## config.mk

```make
export PLATFORM = sky130hd
export DESIGN_NAME = cla_pipe_adder_flat
export DESIGN_NICKNAME = d
export VERILOG_FILES = /design/src/rtl/cla_pipe_adder_if.sv /design/src/rtl/cla_pipe_adder.sv /design/src/flat_wrapper.sv
export SDC_FILE = /design/constraint.sdc
export NUM_CORES = 1
export LEC_CHECK = 0
export ABC_AREA = 1
export BUFFER_PORTS_ARGS = -buffer_cell sky130_fd_sc_hd__buf_2
export CORE_MARGIN = 2
export CORE_UTILIZATION = 50
export CTS_CLUSTER_DIAMETER = 100
export CTS_CLUSTER_SIZE = 14
export DETAILED_ROUTE_END_ITERATION = 10
export PLACE_DENSITY = 0.78
export SYNTH_ARGS = -nofsm -noshare
export SYNTH_HDL_FRONTEND = slang
export SYNTH_SLANG_ARGS = --single-unit
```

## constraint.sdc

```tcl
create_clock -name clock -period 4 [get_ports clock]
set_input_delay 0.2 -clock clock [delete_from_list [all_inputs] [get_ports clock]]
set_output_delay 0.2 -clock clock [all_outputs]
set_load 0.005 [all_outputs]
```

## src/rtl/cla_pipe_adder_if.sv

```systemverilog
// -----------------------------------------------------------------------------
// cla_pipe_adder_if
//   Handshake and data bundle for the pipelined carry-lookahead adder.
//   master : the side that supplies operands and consumes results.
//   slave  : the adder itself.
//
//   Input side  : in_valid, in_ready, in_a, in_b, in_cin, in_sub
//   Output side : out_valid, out_ready, out_sum, out_cout, out_ovf
//   Optional    : out_zero, out_neg (present only when CLA_PIPE_FLAGS_EN is defined)
// -----------------------------------------------------------------------------
interface cla_pipe_adder_if #(
    parameter int WIDTH = 32
);
    logic             in_valid;
    logic             in_ready;
    logic [WIDTH-1:0] in_a;
    logic [WIDTH-1:0] in_b;
    logic             in_cin;
    logic             in_sub;

    logic             out_valid;
    logic             out_ready;
    logic [WIDTH-1:0] out_sum;
    logic             out_cout;
    logic             out_ovf;
`ifdef CLA_PIPE_FLAGS_EN
    logic             out_zero;
    logic             out_neg;

    modport master (
        output in_valid, in_a, in_b, in_cin, in_sub, out_ready,
        input  in_ready, out_valid, out_sum, out_cout, out_ovf, out_zero, out_neg
    );

    modport slave (
        input  in_valid, in_a, in_b, in_cin, in_sub, out_ready,
        output in_ready, out_valid, out_sum, out_cout, out_ovf, out_zero, out_neg
    );
`else
    modport master (
        output in_valid, in_a, in_b, in_cin, in_sub, out_ready,
        input  in_ready, out_valid, out_sum, out_cout, out_ovf
    );

    modport slave (
        input  in_valid, in_a, in_b, in_cin, in_sub, out_ready,
        output in_ready, out_valid, out_sum, out_cout, out_ovf
    );
`endif

endinterface : cla_pipe_adder_if

```

## src/rtl/cla_pipe_adder.sv

```systemverilog
// -----------------------------------------------------------------------------
// cla_pipe_adder
//   Two-stage pipelined carry-lookahead adder/subtractor.
//   Stage 1 registers per-bit propagate/generate and per-group PG/GG terms.
//   Stage 2 resolves group carries through a fully expanded lookahead, ripples
//   the carries inside each group from the registered p/g, and registers sum,
//   carry-out and signed overflow. Valid/ready on both sides, 1 item/cycle.
//
// Parameters
//   WIDTH  operand width (multiple of GROUP)
//   GROUP  bits per lookahead group
//
// Ports
//   clock    rising-edge clock
//   reset_n  asynchronous active-low reset
//   bus      cla_pipe_adder_if.slave:
//              in_valid/in_ready/in_a/in_b/in_cin/in_sub   operand side
//              out_valid/out_ready/out_sum/out_cout/out_ovf result side
//
// Configuration
//   CLA_PIPE_FLAGS_EN  adds registered out_zero (sum==0) and out_neg (sum MSB).
// -----------------------------------------------------------------------------
module cla_pipe_adder #(
    parameter int WIDTH = 32,
    parameter int GROUP = 4
) (
    input  logic             clock,
    input  logic             reset_n,
    cla_pipe_adder_if.slave  bus
);

    localparam int NG = WIDTH / GROUP;

    if ((WIDTH % GROUP) != 0) begin : g_bad_cfg
        $error("cla_pipe_adder: WIDTH must be a multiple of GROUP");
    end

    // -------------------------------------------------------------------------
    // Flow control: a stage may load when it is empty or is being drained.
    // in_ready is built only from pipeline state, never from in_valid.
    // -------------------------------------------------------------------------
    logic w_adv1;
    logic w_adv2;

    logic r_s1_valid;
    logic r_s2_valid;

    assign w_adv2      = !r_s2_valid || bus.out_ready;
    assign w_adv1      = !r_s1_valid || w_adv2;
    assign bus.in_ready = w_adv1;

    // -------------------------------------------------------------------------
    // Stage 1 combinational: operand conditioning and group P/G
    // -------------------------------------------------------------------------
    logic [WIDTH-1:0] w_bb;
    logic [WIDTH-1:0] w_p;
    logic [WIDTH-1:0] w_g;
    logic             w_c0;
    logic [NG-1:0]    w_pg;
    logic [NG-1:0]    w_gg;

    always_comb begin
        logic v_acc;
        // NOTE: every variable written here gets a default first, so no path
        // through the block can leave it unassigned and infer a latch.
        w_pg  = '0;
        w_gg  = '0;
        v_acc = 1'b0;

        // Subtraction is A + ~B + 1; the forced carry-in overrides in_cin.
        w_bb = bus.in_sub ? ~bus.in_b : bus.in_b;
        w_c0 = bus.in_sub | bus.in_cin;
        w_p  = bus.in_a ^ w_bb;
        w_g  = bus.in_a & w_bb;

        for (int k = 0; k < NG; k++) begin
            w_pg[k] = &w_p[k*GROUP +: GROUP];
            // Folding from the LSB upward yields g[top] | p[top]&g[top-1] | ...
            v_acc = 1'b0;
            for (int i = 0; i < GROUP; i++) begin
                v_acc = w_g[k*GROUP+i] | (w_p[k*GROUP+i] & v_acc);
            end
            w_gg[k] = v_acc;
        end
    end

    // -------------------------------------------------------------------------
    // Stage 1 registers
    // -------------------------------------------------------------------------
    logic [WIDTH-1:0] r_s1_p;
    logic [WIDTH-1:0] r_s1_g;
    logic [NG-1:0]    r_s1_pg;
    logic [NG-1:0]    r_s1_gg;
    logic             r_s1_c0;
    logic             r_s1_a_msb;
    logic             r_s1_bb_msb;

    // NOTE: state is updated with non-blocking assignments so every register
    // samples pre-edge values regardless of block evaluation order.
    always_ff @(posedge clock or negedge reset_n) begin
        // NOTE: datapath registers are reset along with the valid bits; they
        // are few, and it keeps the outputs at a defined zero out of reset.
        if (!reset_n) begin
            r_s1_valid  <= 1'b0;
            r_s1_p      <= '0;
            r_s1_g      <= '0;
            r_s1_pg     <= '0;
            r_s1_gg     <= '0;
            r_s1_c0     <= 1'b0;
            r_s1_a_msb  <= 1'b0;
            r_s1_bb_msb <= 1'b0;
        end else if (w_adv1) begin
            r_s1_valid <= bus.in_valid;
            if (bus.in_valid) begin
                r_s1_p      <= w_p;
                r_s1_g      <= w_g;
                r_s1_pg     <= w_pg;
                r_s1_gg     <= w_gg;
                r_s1_c0     <= w_c0;
                r_s1_a_msb  <= bus.in_a[WIDTH-1];
                r_s1_bb_msb <= w_bb[WIDTH-1];
            end
        end
    end

    // -------------------------------------------------------------------------
    // Stage 2 combinational: lookahead across groups, ripple within a group
    // -------------------------------------------------------------------------
    logic [NG:0]      w_gc;
    logic [WIDTH-1:0] w_carry;
    logic [WIDTH-1:0] w_sum;
    logic             w_ovf;

    always_comb begin
        logic v_term;
        logic v_c;
        w_gc    = '0;
        w_carry = '0;
        v_term  = 1'b0;
        v_c     = 1'b0;

        w_gc[0] = r_s1_c0;
        // Each group carry is a flat sum of products over all lower groups,
        // so no group carry waits on another group carry.
        for (int k = 0; k < NG; k++) begin
            v_term = r_s1_c0;
            for (int j = 0; j <= k; j++) begin
                v_term = v_term & r_s1_pg[j];
            end
            w_gc[k+1] = v_term;
            for (int j = 0; j <= k; j++) begin
                v_term = r_s1_gg[j];
                for (int m = j + 1; m <= k; m++) begin
                    v_term = v_term & r_s1_pg[m];
                end
                w_gc[k+1] = w_gc[k+1] | v_term;
            end
        end

        for (int k = 0; k < NG; k++) begin
            v_c = w_gc[k];
            for (int i = 0; i < GROUP; i++) begin
                w_carry[k*GROUP+i] = v_c;
                v_c = r_s1_g[k*GROUP+i] | (r_s1_p[k*GROUP+i] & v_c);
            end
        end

        w_sum = r_s1_p ^ w_carry;
        // Overflow: both addends share a sign and the result sign differs.
        w_ovf = (r_s1_a_msb == r_s1_bb_msb) && (w_sum[WIDTH-1] != r_s1_a_msb);
    end

    // -------------------------------------------------------------------------
    // Stage 2 registers (outputs)
    // -------------------------------------------------------------------------
    logic [WIDTH-1:0] r_sum;
    logic             r_cout;
    logic             r_ovf;

    always_ff @(posedge clock or negedge reset_n) begin
        if (!reset_n) begin
            r_s2_valid <= 1'b0;
            r_sum      <= '0;
            r_cout     <= 1'b0;
            r_ovf      <= 1'b0;
        end else if (w_adv2) begin
            r_s2_valid <= r_s1_valid;
            // Data only moves with a real item, so outputs hold while idle.
            if (r_s1_valid) begin
                r_sum  <= w_sum;
                r_cout <= w_gc[NG];
                r_ovf  <= w_ovf;
            end
        end
    end

    assign bus.out_valid = r_s2_valid;
    assign bus.out_sum   = r_sum;
    assign bus.out_cout  = r_cout;
    assign bus.out_ovf   = r_ovf;

`ifdef CLA_PIPE_FLAGS_EN
    logic r_zero;
    logic r_neg;

    always_ff @(posedge clock or negedge reset_n) begin
        if (!reset_n) begin
            r_zero <= 1'b0;
            r_neg  <= 1'b0;
        end else if (w_adv2 && r_s1_valid) begin
            r_zero <= (w_sum == '0);
            r_neg  <= w_sum[WIDTH-1];
        end
    end

    assign bus.out_zero = r_zero;
    assign bus.out_neg  = r_neg;
`endif

endmodule : cla_pipe_adder

```

## src/flat_wrapper.sv

```systemverilog
// flat-port wrapper written by rule: the top's interface ports become plain ports
module cla_pipe_adder_flat 
#(
    parameter int WIDTH = 32,
    parameter int GROUP = 4
)
  (clock, reset_n, bus_in_valid, bus_in_a, bus_in_b, bus_in_cin, bus_in_sub, bus_out_ready, bus_in_ready, bus_out_valid, bus_out_sum, bus_out_cout, bus_out_ovf);
  cla_pipe_adder_if #(.WIDTH(WIDTH)) bus_i ();
  input  logic clock;
  input  logic reset_n;
  input wire logic [$bits(bus_i.in_valid)-1:0] bus_in_valid;
  input wire logic [$bits(bus_i.in_a)-1:0] bus_in_a;
  input wire logic [$bits(bus_i.in_b)-1:0] bus_in_b;
  input wire logic [$bits(bus_i.in_cin)-1:0] bus_in_cin;
  input wire logic [$bits(bus_i.in_sub)-1:0] bus_in_sub;
  input wire logic [$bits(bus_i.out_ready)-1:0] bus_out_ready;
  output wire logic [$bits(bus_i.in_ready)-1:0] bus_in_ready;
  output wire logic [$bits(bus_i.out_valid)-1:0] bus_out_valid;
  output wire logic [$bits(bus_i.out_sum)-1:0] bus_out_sum;
  output wire logic [$bits(bus_i.out_cout)-1:0] bus_out_cout;
  output wire logic [$bits(bus_i.out_ovf)-1:0] bus_out_ovf;
  assign bus_i.in_valid = bus_in_valid;
  assign bus_i.in_a = bus_in_a;
  assign bus_i.in_b = bus_in_b;
  assign bus_i.in_cin = bus_in_cin;
  assign bus_i.in_sub = bus_in_sub;
  assign bus_i.out_ready = bus_out_ready;
  assign bus_in_ready = bus_i.in_ready;
  assign bus_out_valid = bus_i.out_valid;
  assign bus_out_sum = bus_i.out_sum;
  assign bus_out_cout = bus_i.out_cout;
  assign bus_out_ovf = bus_i.out_ovf;
  cla_pipe_adder #(.WIDTH(WIDTH), .GROUP(GROUP)) u_core (.clock(clock), .reset_n(reset_n), .bus(bus_i));
endmodule
```

==> impl_metrics.json, run 1 <==
{
  "vias_per_cell": 5.08,
  "clk_pin_slew_ns": 0.07,
  "p_sw_w": 0.00110,
  "chipHeight_um": 111,
  "vias": 4406,
  "intPower_w": 0.00241,
  "cts_tree": "built",
  "p_leak_nw": 3.63,
  "grt_pass1_wl_um": 20300,
  "synth_top_area_share_pct": 49.0,
  "drive_gt1_share_pct": 21.5,
  "maxSlewHeadroom_pct": 33.1,
  "min_period_over_period_pct": 71.0,
  "share_seq_of_total_power_pct": 45.0,
  "grt_max_degree": 101,
  "core-area_um2": 10900,
  "post-dp-hpwl_um": 8350,
  "finalClockSkew_ns": 0.00770,
  "ios": 106,
  "drv_cap": 0,
  "powerDensity_nw_per_um2": 531,
  "period_needed_ns": 2.84,
  "worst_pin_slew_ns": 1.00,
  "h-tree-depth": 3,
  "place.gp.congestion": 0.855,
  "syn_area_per_cell_um2": 9.06,
  "hp-class": "in2reg",
  "cts_buffers": 9,
  "syn-instance-count": 626,
  "nets": 848,
  "drt_iter0_drc": 170,
  "rsz0062_at_grt": "no",
  "drt_wl_total_um": 11800,
  "overflow": 0,
  "grt.total_usage_pct": 20.0,
  "cp.required_ns": 4.28,
  "fmax_mhz": 352,
  "die_w_um": 111,
  "met1_usage_pct": 27.4,
  "cts_resized": 0,
  "p_sw_share_pct": 31.4,
  "cp_max_fo": 3,
  "ys_warn_count": 0,
  "synth.distinct_cells": 23,
  "synth.largest_area_cell": "dfrtp_1",
  "cp-start-kind": "flip-flop",
  "ys_ff_latch": 111,
  "clock_latency_ns": 0.34,
  "critical_path_arrival_ns": 3.12,
  "place_inst": 850,
  "busiest_layer": "met2",
  "wl_per_cell_um": 13.7,
  "instances_no_fill": 867,
  "drc": 0,
  "fin_tns_setup_ns": 0,
  "syn2layout_area_growth_pct": 16.4,
  "endpoint_kind": "flip-flop",
  "rows": 38,
  "syn_area_um2": 5670,
  "port_buffers": 105,
  "p_comb_share_pct": 27.2,
  "met2_usage_pct": 33.0,
  "antenna_found_initial": 0,
  "slew_violations": 0,
  "ant_nets": 0,
  "drt-pass1-iter-count": 5,
  "cts_sinks": 111,
  "critPathKind": "reg2reg",
  "grt_pass1_vias": 4424,
  "clkPwrFrac_pct": 27.8,
  "post_cts_buffers": 0,
  "clockBufferDepth": 2,
  "finalSetupViolCount": 0,
  "irDropWorstVdd_v": 0.000240,
  "start_util_pct": 51.9,
  "die_area_um2": 12200,
  "grt_use_met3_pct": 3.95,
  "ys_seq_area_share_pct": 49.0,
  "status": "completed",
  "clock-root-buffer": "clkbuf_16",
  "synthesis.nets": 752,
  "diodes": 0,
  "hold_viol": 0,
  "yosys-top-cells-area": "dfrtp_1 (49%), nand2_1 (15%), ha_1 (12%)"
}
[cell type report]
cell class                      count  area [µm²]
Fill cell                         939        4330
Tap cell                          140         175
Clock buffer                       10         239
Multi-Input combinational cell    450        2600
Timing Repair Buffer              110         568
Sequential cell                   111        2780
Inverter                           40         150
Clock inverter                      6        90.1
[cells in the final DEF (no fill, tap or decap)]
master and instances:
nor2_1 15, a21oi_1 10, buf_4 5, o21ai_0 51
clkbuf_8 1, inv_1 38, dfrtp_1 111, o22ai_1 1
xor2_1 40, clkinv_2 1, o221ai_1 4, a21oi_2 1
or2_2 16, o41ai_1 2, dlygate4sd3_1 1, buf_2 104
nand4_1 1, o211ai_1 4, ha_1 56, nand3_1 5
inv_6 2, clkinvlp_4 1, nand2_1 232, a31o_2 1
nand2_2 8, nand3_2 3, clkbuf_16 9, inv_2 2
bufinv_16 2
[stage by stage]
| stage | setup slack (ns) | hold WS (ns) | total power [W] | utilization, % | instance area, µm² |
|---|---|---|---|---|---|
| floorplan | 1.38 | -0.0956 | 0.00216 | - | 5670 |
| global placement | 1.22 | -0.0122 | 0.00252 | 57.3 | 6260 |
| detailed placement | 1.15 | -0.0120 | 0.00256 | 57.3 | 6260 |
| CTS | 1.13 | 0.0632 | 0.00355 | 60.4 | 6600 |
| global route | 0.973 | 0.0928 | 0.00377 | 60.4 | 6600 |
| finish | 1.16 | 0.0824 | 0.00351 | 60.4 | 6600 |
[worst paths after layout]
check	startpoint	to	slack (ns)	cells past startpoint
worst max register to register	u_core.r_s1_c0	u_core.bus.out_ovf	1.16	19
worst min register to register	u_core.bus.out_sum[18]	u_core.bus.out_sum[18]	0.48	2
min in group asynchronous	reset_n	u_core.bus.out_sum[18]	0.17	2
max in group asynchronous	reset_n	u_core.r_s1_p[0]	2.90	3
worst max-delay path	u_core.r_s1_c0	u_core.bus.out_ovf	1.16	19
worst min-delay path	bus_in_a[31]	u_core.r_s1_a_msb	0.08	3
[power groups by stage]
stage               sequential, W  combinational, W  clock [W]
CTS                       0.00158          0.000971   0.000998
finish                    0.00158          0.000956   0.000974
floorplan                 0.00159          0.000573          0
global route              0.00162           0.00110    0.00105
global placement          0.00158          0.000938          0
detailed placement        0.00160          0.000959          0
[cell usage after synthesis]
master,n
a21oi_1,10
a21oi_2,1
a31o_2,1
buf_2,18
buf_4,6
buf_6,1
dfrtp_1,111
ha_1,56
inv_1,38
inv_2,2
nand2_1,233
nand2_2,7
nand3_1,5
nand3_2,3
nand4_1,1
nor2_1,15
o211ai_1,4
o21ai_0,51
o221ai_1,4
o22ai_1,1
o41ai_1,2
or2_2,16
xor2_1,40
[per-layer routing]
layer | part of all wire, % | up-vias
li1 | - | 2186
met3 | 4.5 | 4
met4 | 0.35 | 0
met1 | 46 | 2095
met2 | 49 | 121
met5 | 0 | -
[cells by family after synthesis]
family,after synthesis,share of synthesized area [%]
and+or+nand+nor,280,20.0
DFF,111,49.0
AOI/OAI and AO/OA,74,7.26
buffers and inverters,65,5.23
adders and majority gates,56,12.4
xor gates and xnor gates,40,6.18
[state kept, by name (all words and copies together), names as in the netlist]
signal and cells:
u_core.bus.out_ovf 1, u_core.bus.out_cout 1, u_core.r_s1_valid 1, u_core.r_s1_p 32, u_core.r_s1_pg 8, u_core.r_s1_g 24
u_core.r_s1_bb_msb 1, u_core.r_s1_a_msb 1, u_core.r_s1_c0 1, u_core.bus.out_sum 32, u_core.r_s1_gg 8, u_core.bus.out_valid 1
[worst max-delay path, stage by stage (launching register included)]
cell     delay [ns]
dfrtp_1        0.40
nand2_1        0.11
nand2_2        0.08
nand3_2        0.07
nand2_2        0.07
nand2_2        0.09
nand2_2        0.05
nand3_2        0.06
nand2_2        0.06
ha_1           0.18
or2_2          0.29
ha_1           0.19
or2_2          0.29
ha_1           0.19
nor2_1         0.13
xor2_1         0.24
nand2_1        0.07
o21ai_0        0.08
nand2_1        0.07
nand2_1        0.07
[what timing repair did]
item,4_1_cts,5_1_grt
hold endpoints to repair,28,0
hold buffers,1,0
endpoints found under the setup margin,0,0
No activity file was read; power rests on OpenSTA's default activity.
==> run 2, diff against run 1 <==
--- a/config.mk
+++ b/config.mk
@@ -5,14 +5,14 @@
 export SDC_FILE = /design/constraint.sdc
 export NUM_CORES = 1
 export LEC_CHECK = 0
-export ABC_AREA = 1
+export ABC_AREA = 0
 export BUFFER_PORTS_ARGS = -buffer_cell sky130_fd_sc_hd__buf_2
 export CORE_MARGIN = 2
 export CORE_UTILIZATION = 50
 export CTS_CLUSTER_DIAMETER = 100
 export CTS_CLUSTER_SIZE = 14
 export DETAILED_ROUTE_END_ITERATION = 10
-export PLACE_DENSITY = 0.78
+export PLACE_DENSITY = 0.81
 export SYNTH_ARGS = -nofsm -noshare
 export SYNTH_HDL_FRONTEND = slang
 export SYNTH_SLANG_ARGS = --single-unit
==> constraint.sdc (replaced) <==
create_clock -name clock -period 2.5 [get_ports clock]
set_input_delay 0.125 -clock clock [delete_from_list [all_inputs] [get_ports clock]]
set_output_delay 0.125 -clock clock [all_outputs]
set_load 0.005 [all_outputs]
==> run 2 against run 1 <==
The run now ends with setup timing left. Sequential share of layout area down 4.0 points. Cell area up 11%. Setup slack worse by 1.3 ns. Via count down 15%. Wire length up 4.0%. Critical path depth down 7. Non-clock buffer count up 24. Core utilization up 3.3 points. Register-to-register slack worse by 1.3 ns. Clock skew down 0.0015 ns. Critical path type unchanged. Critical endpoint is now u_core.bus.out_sum[22]. Largest cell class is now multi-input gates.
==> impl_metrics.json, run 2 <==
{
  "clockBufferDepth": 2,
  "fin_util_pct": 63.7,
  "clock_latency_ns": 0.34,
  "failed_checks": "setup timing",
  "ys_seq_area_share_pct": 47.0,
  "diodes": 0,
  "hp-class": "in2reg",
  "ys.flop_type": "dfrtp_1",
  "rows": 39,
  "ios": 106,
  "clk_pin_slew_ns": 0.07,
  "drc": 0,
  "synthArstFlopShare_pct": 100,
  "yosys-top-cells-area": "dfrtp_1 (47%), mux2_4 (14%), ha_1 (12%)",
  "syn_area_per_cell_um2": 13.4,
  "nets": 695,
  "powerDensity_nw_per_um2": 846,
  "share_seq_of_total_power_pct": 42.7,
  "synthesis.nets": 568,
  "grt_pass1_wl_um": 20800,
  "synth_top_area_share_pct": 47.0,
  "die_area_um2": 12700,
  "total_power_w": 0.00618,
  "synth_common_cells": "dfrtp_1 (111), ha_1 (56), mux2_4 (56), xor2_1 (40)",
  "clkPwrFrac_pct": 23.9,
  "grt_pass1_vias": 4096,
  "drv_cap": 0,
  "grt_max_degree": 52,
  "place.gp.congestion": 0.799,
  "p_comb_share_pct": 33.5,
  "p_sw_w": 0.00181,
  "synth_edf_count": 0,
  "vias_per_cell": 5.25,
  "finalClockSkew_ns": 0.00618,
  "critPathKind": "reg2reg",
  "h-tree-depth": 3,
  "syn-instance-count": 442,
  "slew_violations": 0,
  "yosysMostFrequentCell": "dfrtp_1",
  "fillers": 850,
  "cp-start-kind": "flip-flop",
  "irDropWorstVdd_v": 0.000574,
  "core-area_um2": 11500,
  "endpoint_kind": "flip-flop",
  "period_needed_ns": 2.68,
  "cp_max_fo": 2,
  "min_period_over_period_pct": 107,
  "start_util_pct": 51.5,
  "hold_viol": 0,
  "cts_buffers": 9,
  "synth.largest_area_cell": "dfrtp_1",
  "syn_area_um2": 5910,
  "antenna_found_initial": 0,
  "rsz0062_at_grt": "yes",
  "syn2layout_area_growth_pct": 23.5,
  "post-dp-hpwl_um": 8710,
  "port_buffers": 105,
  "drt_wl_total_um": 12300,
  "status": "complete, but fails checks",
  "ant_nets": 0,
  "vias": 3761,
  "grt.total_usage_pct": 20.7,
  "worst_pin_slew_ns": 0.672,
  "die_w_um": 113,
  "cts_sinks": 111,
  "p_sw_share_pct": 29.3,
  "critical_path_arrival_ns": 2.92,
  "overflow": 0,
  "timing.final.ws_setup_ns": -0.182,
  "chipHeight_um": 113,
  "final_common_cell": "dfrtp_1",
  "wl_per_cell_um": 17.2,
  "maxSlewHeadroom_pct": 55.2,
  "intPower_w": 0.00436,
  "cts_tree": "built",
  "drt_iter0_drc": 155,
  "drive_gt1_share_pct": 49.0,
  "mostFrequentLayoutCells": "dfrtp_1 (111), buf_2 (104), mux2_4 (57)",
  "ys_ff_latch": 111,
  "p_leak_nw": 3.69,
  "clock-root-buffer": "clkbuf_16",
  "drt-pass1-iter-count": 4,
  "ys_warn_count": 0,
  "synth.distinct_cells": 32,
  "fmax_mhz": 373,
  "finalSetupViolCount": 8,
  "cp.required_ns": 2.73
}
[run 2: cell types whose count changed after synthesis, sizes merged, moves of 3 or more]
| cell | previous run | this run |
|---|---|---|
| nand2 | 240 | 28 |
| mux2 | 0 | 83 |
| inv | 40 | 1 |
| o21ai | 51 | 28 |
| a21o | 0 | 19 |
| buf | 25 | 16 |
| nand4 | 1 | 9 |
| nand3 | 8 | 1 |
| nor2 | 15 | 9 |
| o211ai | 4 | 0 |
| o221ai | 4 | 0 |
| nand2b | 0 | 3 |
[run 2: path summary, 6_finish.rpt]
path                                   start                      to  slack (ns)  cells past startpoint
max                           u_core.r_s1_c0  u_core.bus.out_sum[22]       -0.18                     12
min                             bus_in_valid       u_core.r_s1_valid        0.05                      2
max reg2reg                   u_core.r_s1_c0  u_core.bus.out_sum[22]       -0.18                     12
min reg2reg                u_core.r_s1_gg[7]       u_core.r_s1_gg[7]        0.49                      2
max in group asynchronous            reset_n        u_core.r_s1_g[5]        1.45                      3
min in group asynchronous            reset_n  u_core.bus.out_sum[13]        0.36                      2
[run 2: cells by family after synthesis]
family	after synthesis	share of synthesized area, %
buffers and inverters	19	3.41
XOR/XNOR	40	5.93
multiplexers	83	19.4
AO/OA/AOI/OAI	64	6.63
adder cells (fa/ha/maj)	56	11.9
AND/OR/NAND/NOR	69	5.82
flip-flops	111	47.0
[run 2: through the flow]
step / instance area, µm² / worst slack, ns / cells / TNS [ns] / hold slack, ns
detailed placement: 6710 / -0.263 / 695 / -1.78 / 0.199
finish: 7300 / -0.182 / 717 / -0.801 / 0.0520
global route: 7300 / -0.317 / 717 / -2.06 / 0.0592
floorplan: 5960 / -0.0930 / 442 / -0.130 / -0.171
CTS: 7250 / -0.172 / 715 / -0.590 / 0.0423
global placement: 6710 / -0.170 / 695 / -0.898 / 0.190
[run 2: power groups by stage]
stage	clock network, W	logic, W	registers (W)
finish	0.00147	0.00207	0.00263
global route	0.00158	0.00230	0.00269
CTS	0.00152	0.00203	0.00262
detailed placement	0	0.00186	0.00262
global placement	0	0.00178	0.00259
floorplan	0	0.00113	0.00259
[run 2: repair_timing]
item	in CTS	in global routing
gates resized for setup	47	9
endpoints found under the setup margin	13	13
pin swaps	35	8
hold buffers	1	0
setup buffers	3	2
endpoints found under the hold margin	49	0
[run 2: final cells by class]
type | instances | area, µm² | area share, %
timing repair buffer | 134 | 815 | 11.2
clock buffer | 12 | 256 | 3.51
inverter | 1 | 3.75 | 0.0514
tap | 143 | 179 | 2.45
multi-input combinational | 312 | 3220 | 44.1
clock inverter | 4 | 52.6 | 0.720
sequential | 111 | 2780 | 38.1
[run 2: layer usage]
| layer | routed length [µm] | track usage [%] | vias to the layer above |
|---|---|---|---|
| li1 | - | - | 1819 |
| met1 | 5390 | 26.9 | 1844 |
| met3 | 468 | 3.80 | 16 |
| met4 | 180 | 5.61 | 0 |
| met2 | 6290 | 35.7 | 82 |
| met5 | 0 | 0 | - |
[run 2: critical path, stage by stage (launching register included)]
cell and delay, ns:
dfrtp_1 0.39, a211oi_2 0.25, buf_4 0.15, o21bai_2 0.07, a21oi_2 0.17, inv_2 0.08
a21o_1 0.18, ha_2 0.17, or2_4 0.23, ha_4 0.15, or2_4 0.23, ha_4 0.23
mux2_4 0.26
==> run 3, diff against run 2 <==
==> constraint.sdc (replaced) <==
create_clock -name clock -period 2.5 [get_ports clock]
set_input_delay 0.5 -clock clock [delete_from_list [all_inputs] [get_ports clock]]
set_output_delay 0.5 -clock clock [all_outputs]
set_load 0.005 [all_outputs]
==> run 3 against run 2 <==
Sequential share of layout area is 0.14 points higher. The flow still finishes with violations (setup timing). Die area stayed put. Via count is 0.13% lower. First-iteration DRC count is 26% lower. Clock skew is 0.00094 ns lower. Count of clock-buffer cells in the layout stayed put. Hold slack better by 0.022 ns. Core utilization is 0.23 points lower. Total power is 1.3% lower. Clock power hardly changed. Maximum frequency is 0.52% lower.
==> impl_metrics.json, run 3 (synthesized netlist as in run 2, its figures left out) <==
{
  "h-tree-depth": 3,
  "drt_wl_total_um": 11900,
  "cp.required_ns": 2.76,
  "nets": 697,
  "p_comb_share_pct": 33.2,
  "instances_no_fill": 718,
  "port_buffers": 105,
  "min_period_over_period_pct": 108,
  "finalClockSkew_ns": 0.00524,
  "vias": 3756,
  "clock-root-buffer": "clkbuf_16",
  "slew_violations": 0,
  "vias_per_cell": 5.23,
  "fillers": 857,
  "clk_pin_slew_ns": 0.07,
  "cts_tree": "built",
  "r2r_start": "u_core.r_s1_c0",
  "drt_iter0_drc": 114,
  "cp-start-kind": "flip-flop",
  "fmax_mhz": 371,
  "final_common_cell": "dfrtp_1",
  "fin_util_pct": 63.4,
  "drc": 0,
  "powerDensity_nw_per_um2": 838,
  "total_power_w": 0.00610,
  "place_inst": 698,
  "grt.total_usage_pct": 19.9,
  "grt_pass1_vias": 4092,
  "r2r_setup_slack_ns": -0.20,
  "worst_pin_slew_ns": 0.468,
  "status": "complete, but fails checks",
  "p_sw_share_pct": 28.9,
  "grt_max_degree": 54,
  "critPathKind": "reg2reg",
  "drive_gt1_share_pct": 49.6,
  "core-area_um2": 11500,
  "failed_checks": "setup timing",
  "rows": 39,
  "endpoint_kind": "flip-flop",
  "ant_nets": 0,
  "placed_area_um2": 6710,
  "critPathCapture": "u_core.bus.out_ovf",
  "diodes": 0,
  "post-dp-hpwl_um": 8720,
  "period_needed_ns": 2.70,
  "drv_cap": 0,
  "syn2layout_area_growth_pct": 23.1,
  "p_sw_w": 0.00176,
  "die_area_um2": 12700,
  "wl_per_cell_um": 16.6,
  "clockBufferDepth": 2,
  "share_seq_of_total_power_pct": 43.1,
  "startpoint": "u_core.r_s1_c0",
  "overflow": 0,
  "clkPwrFrac_pct": 23.7,
  "place.gp.congestion": 0.803,
  "irDropWorstVdd_v": 0.000577,
  "finalSetupViolCount": 9,
  "clock_latency_ns": 0.34,
  "stdcell_area_um2": 7270,
  "grt_pass1_wl_um": 20200,
  "ff_latch_area_um2": 2780,
  "hold_viol": 0,
  "fin_tns_setup_ns": -0.835,
  "cts_sinks": 111,
  "critical_path_arrival_ns": 2.96,
  "r2r-end": "u_core.bus.out_ovf",
  "cts_buffers": 9,
  "reg2reg_depth": 12,
  "hp-class": "in2async",
  "die_w_um": 113,
  "cts_hold_buf": 0,
  "cp_max_fo": 3,
  "chipHeight_um": 113,
  "maxSlewHeadroom_pct": 68.8,
  "multi_input_area_um2": 3210,
  "mostFrequentLayoutCells": "dfrtp_1 (111), buf_2 (104), mux2_4 (57)",
  "timing.final.ws_setup_ns": -0.197,
  "ios": 106,
  "start_util_pct": 51.5,
  "rsz0062_at_grt": "yes",
  "intPower_w": 0.00434,
  "drt-pass1-iter-count": 4,
  "antenna_found_initial": 0,
  "p_leak_nw": 3.69
}
run 3: changes by cell type in the layout (fill, tap and decap cells not counted), sizes merged:
cell,change
buf,+3
clkinv,-1
clkinvlp,+1
dlygate4sd3,-1
inv,-1
run 3: critical path: stages, from the launching register on:
cell      delay (ns)
dfrtp_1         0.39
a211oi_2        0.25
nor3_1          0.09
a211o_1         0.26
ha_2            0.18
or2_4           0.23
ha_4            0.15
or2_4           0.23
ha_4            0.16
nor2_4          0.09
xor2_2          0.07
or3_4           0.34
a41oi_2         0.18
run 3: how the worst min path moves through the flow:
stage            start                     end  slack [ns]  cells past startpoint
6_report       reset_n  u_core.bus.out_sum[17]        0.07                      1
5_1_grt        reset_n  u_core.bus.out_sum[17]        0.08                      1
4_1_cts        reset_n  u_core.bus.out_sum[15]        0.07                      1
3_5_place_dp   reset_n  u_core.bus.out_sum[15]        0.44                      1
3_3_place_gp   reset_n       u_core.r_s1_g[14]        0.44                      1
2_1_floorplan  reset_n     u_core.bus.out_cout        0.20                      0
run 3: layout make-up:
type / count / area share [%]
clock inverter: 3 / 0.585
tap: 143 / 2.46
timing repair buffer: 136 / 11.0
sequential: 111 / 38.2
inverter: 1 / 0.0516
multi-input combinational: 312 / 44.2
clock buffer: 12 / 3.53
run 3: repair_timing:
action,4_1_cts,5_1_grt
buffers inserted,4,1
setup endpoints to repair,13,13
pin swaps,31,8
gates resized for setup,47,10
run 3: power by group through the flow:
| stage | Clock [W] | Combinational (W) | Sequential (W) |
|---|---|---|---|
| floorplan | 0 | 0.00113 | 0.00259 |
| global placement | 0 | 0.00178 | 0.00260 |
| detailed placement | 0 | 0.00183 | 0.00263 |
| CTS | 0.00148 | 0.00200 | 0.00263 |
| global route | 0.00155 | 0.00226 | 0.00269 |
| finish | 0.00144 | 0.00203 | 0.00263 |
run 3: through the flow:
stage | hold WS (ns) | setup slack, ns
2_1_floorplan | 0.204 | -0.0930
3_3_place_gp | 0.441 | -0.165
3_5_place_dp | 0.443 | -0.224
4_1_cts | 0.0721 | -0.174
5_1_grt | 0.0828 | -0.361
6_report | 0.0738 | -0.197
run 3: routing by layer:
layer  wire (µm)  global-route usage, %  up-vias
li1            -                      -     1810
met1        5320                   26.2     1846
met2        5950                   33.8       88
met3         482                   4.28       12
met4         149                   5.20        0
met5           0                      0        -
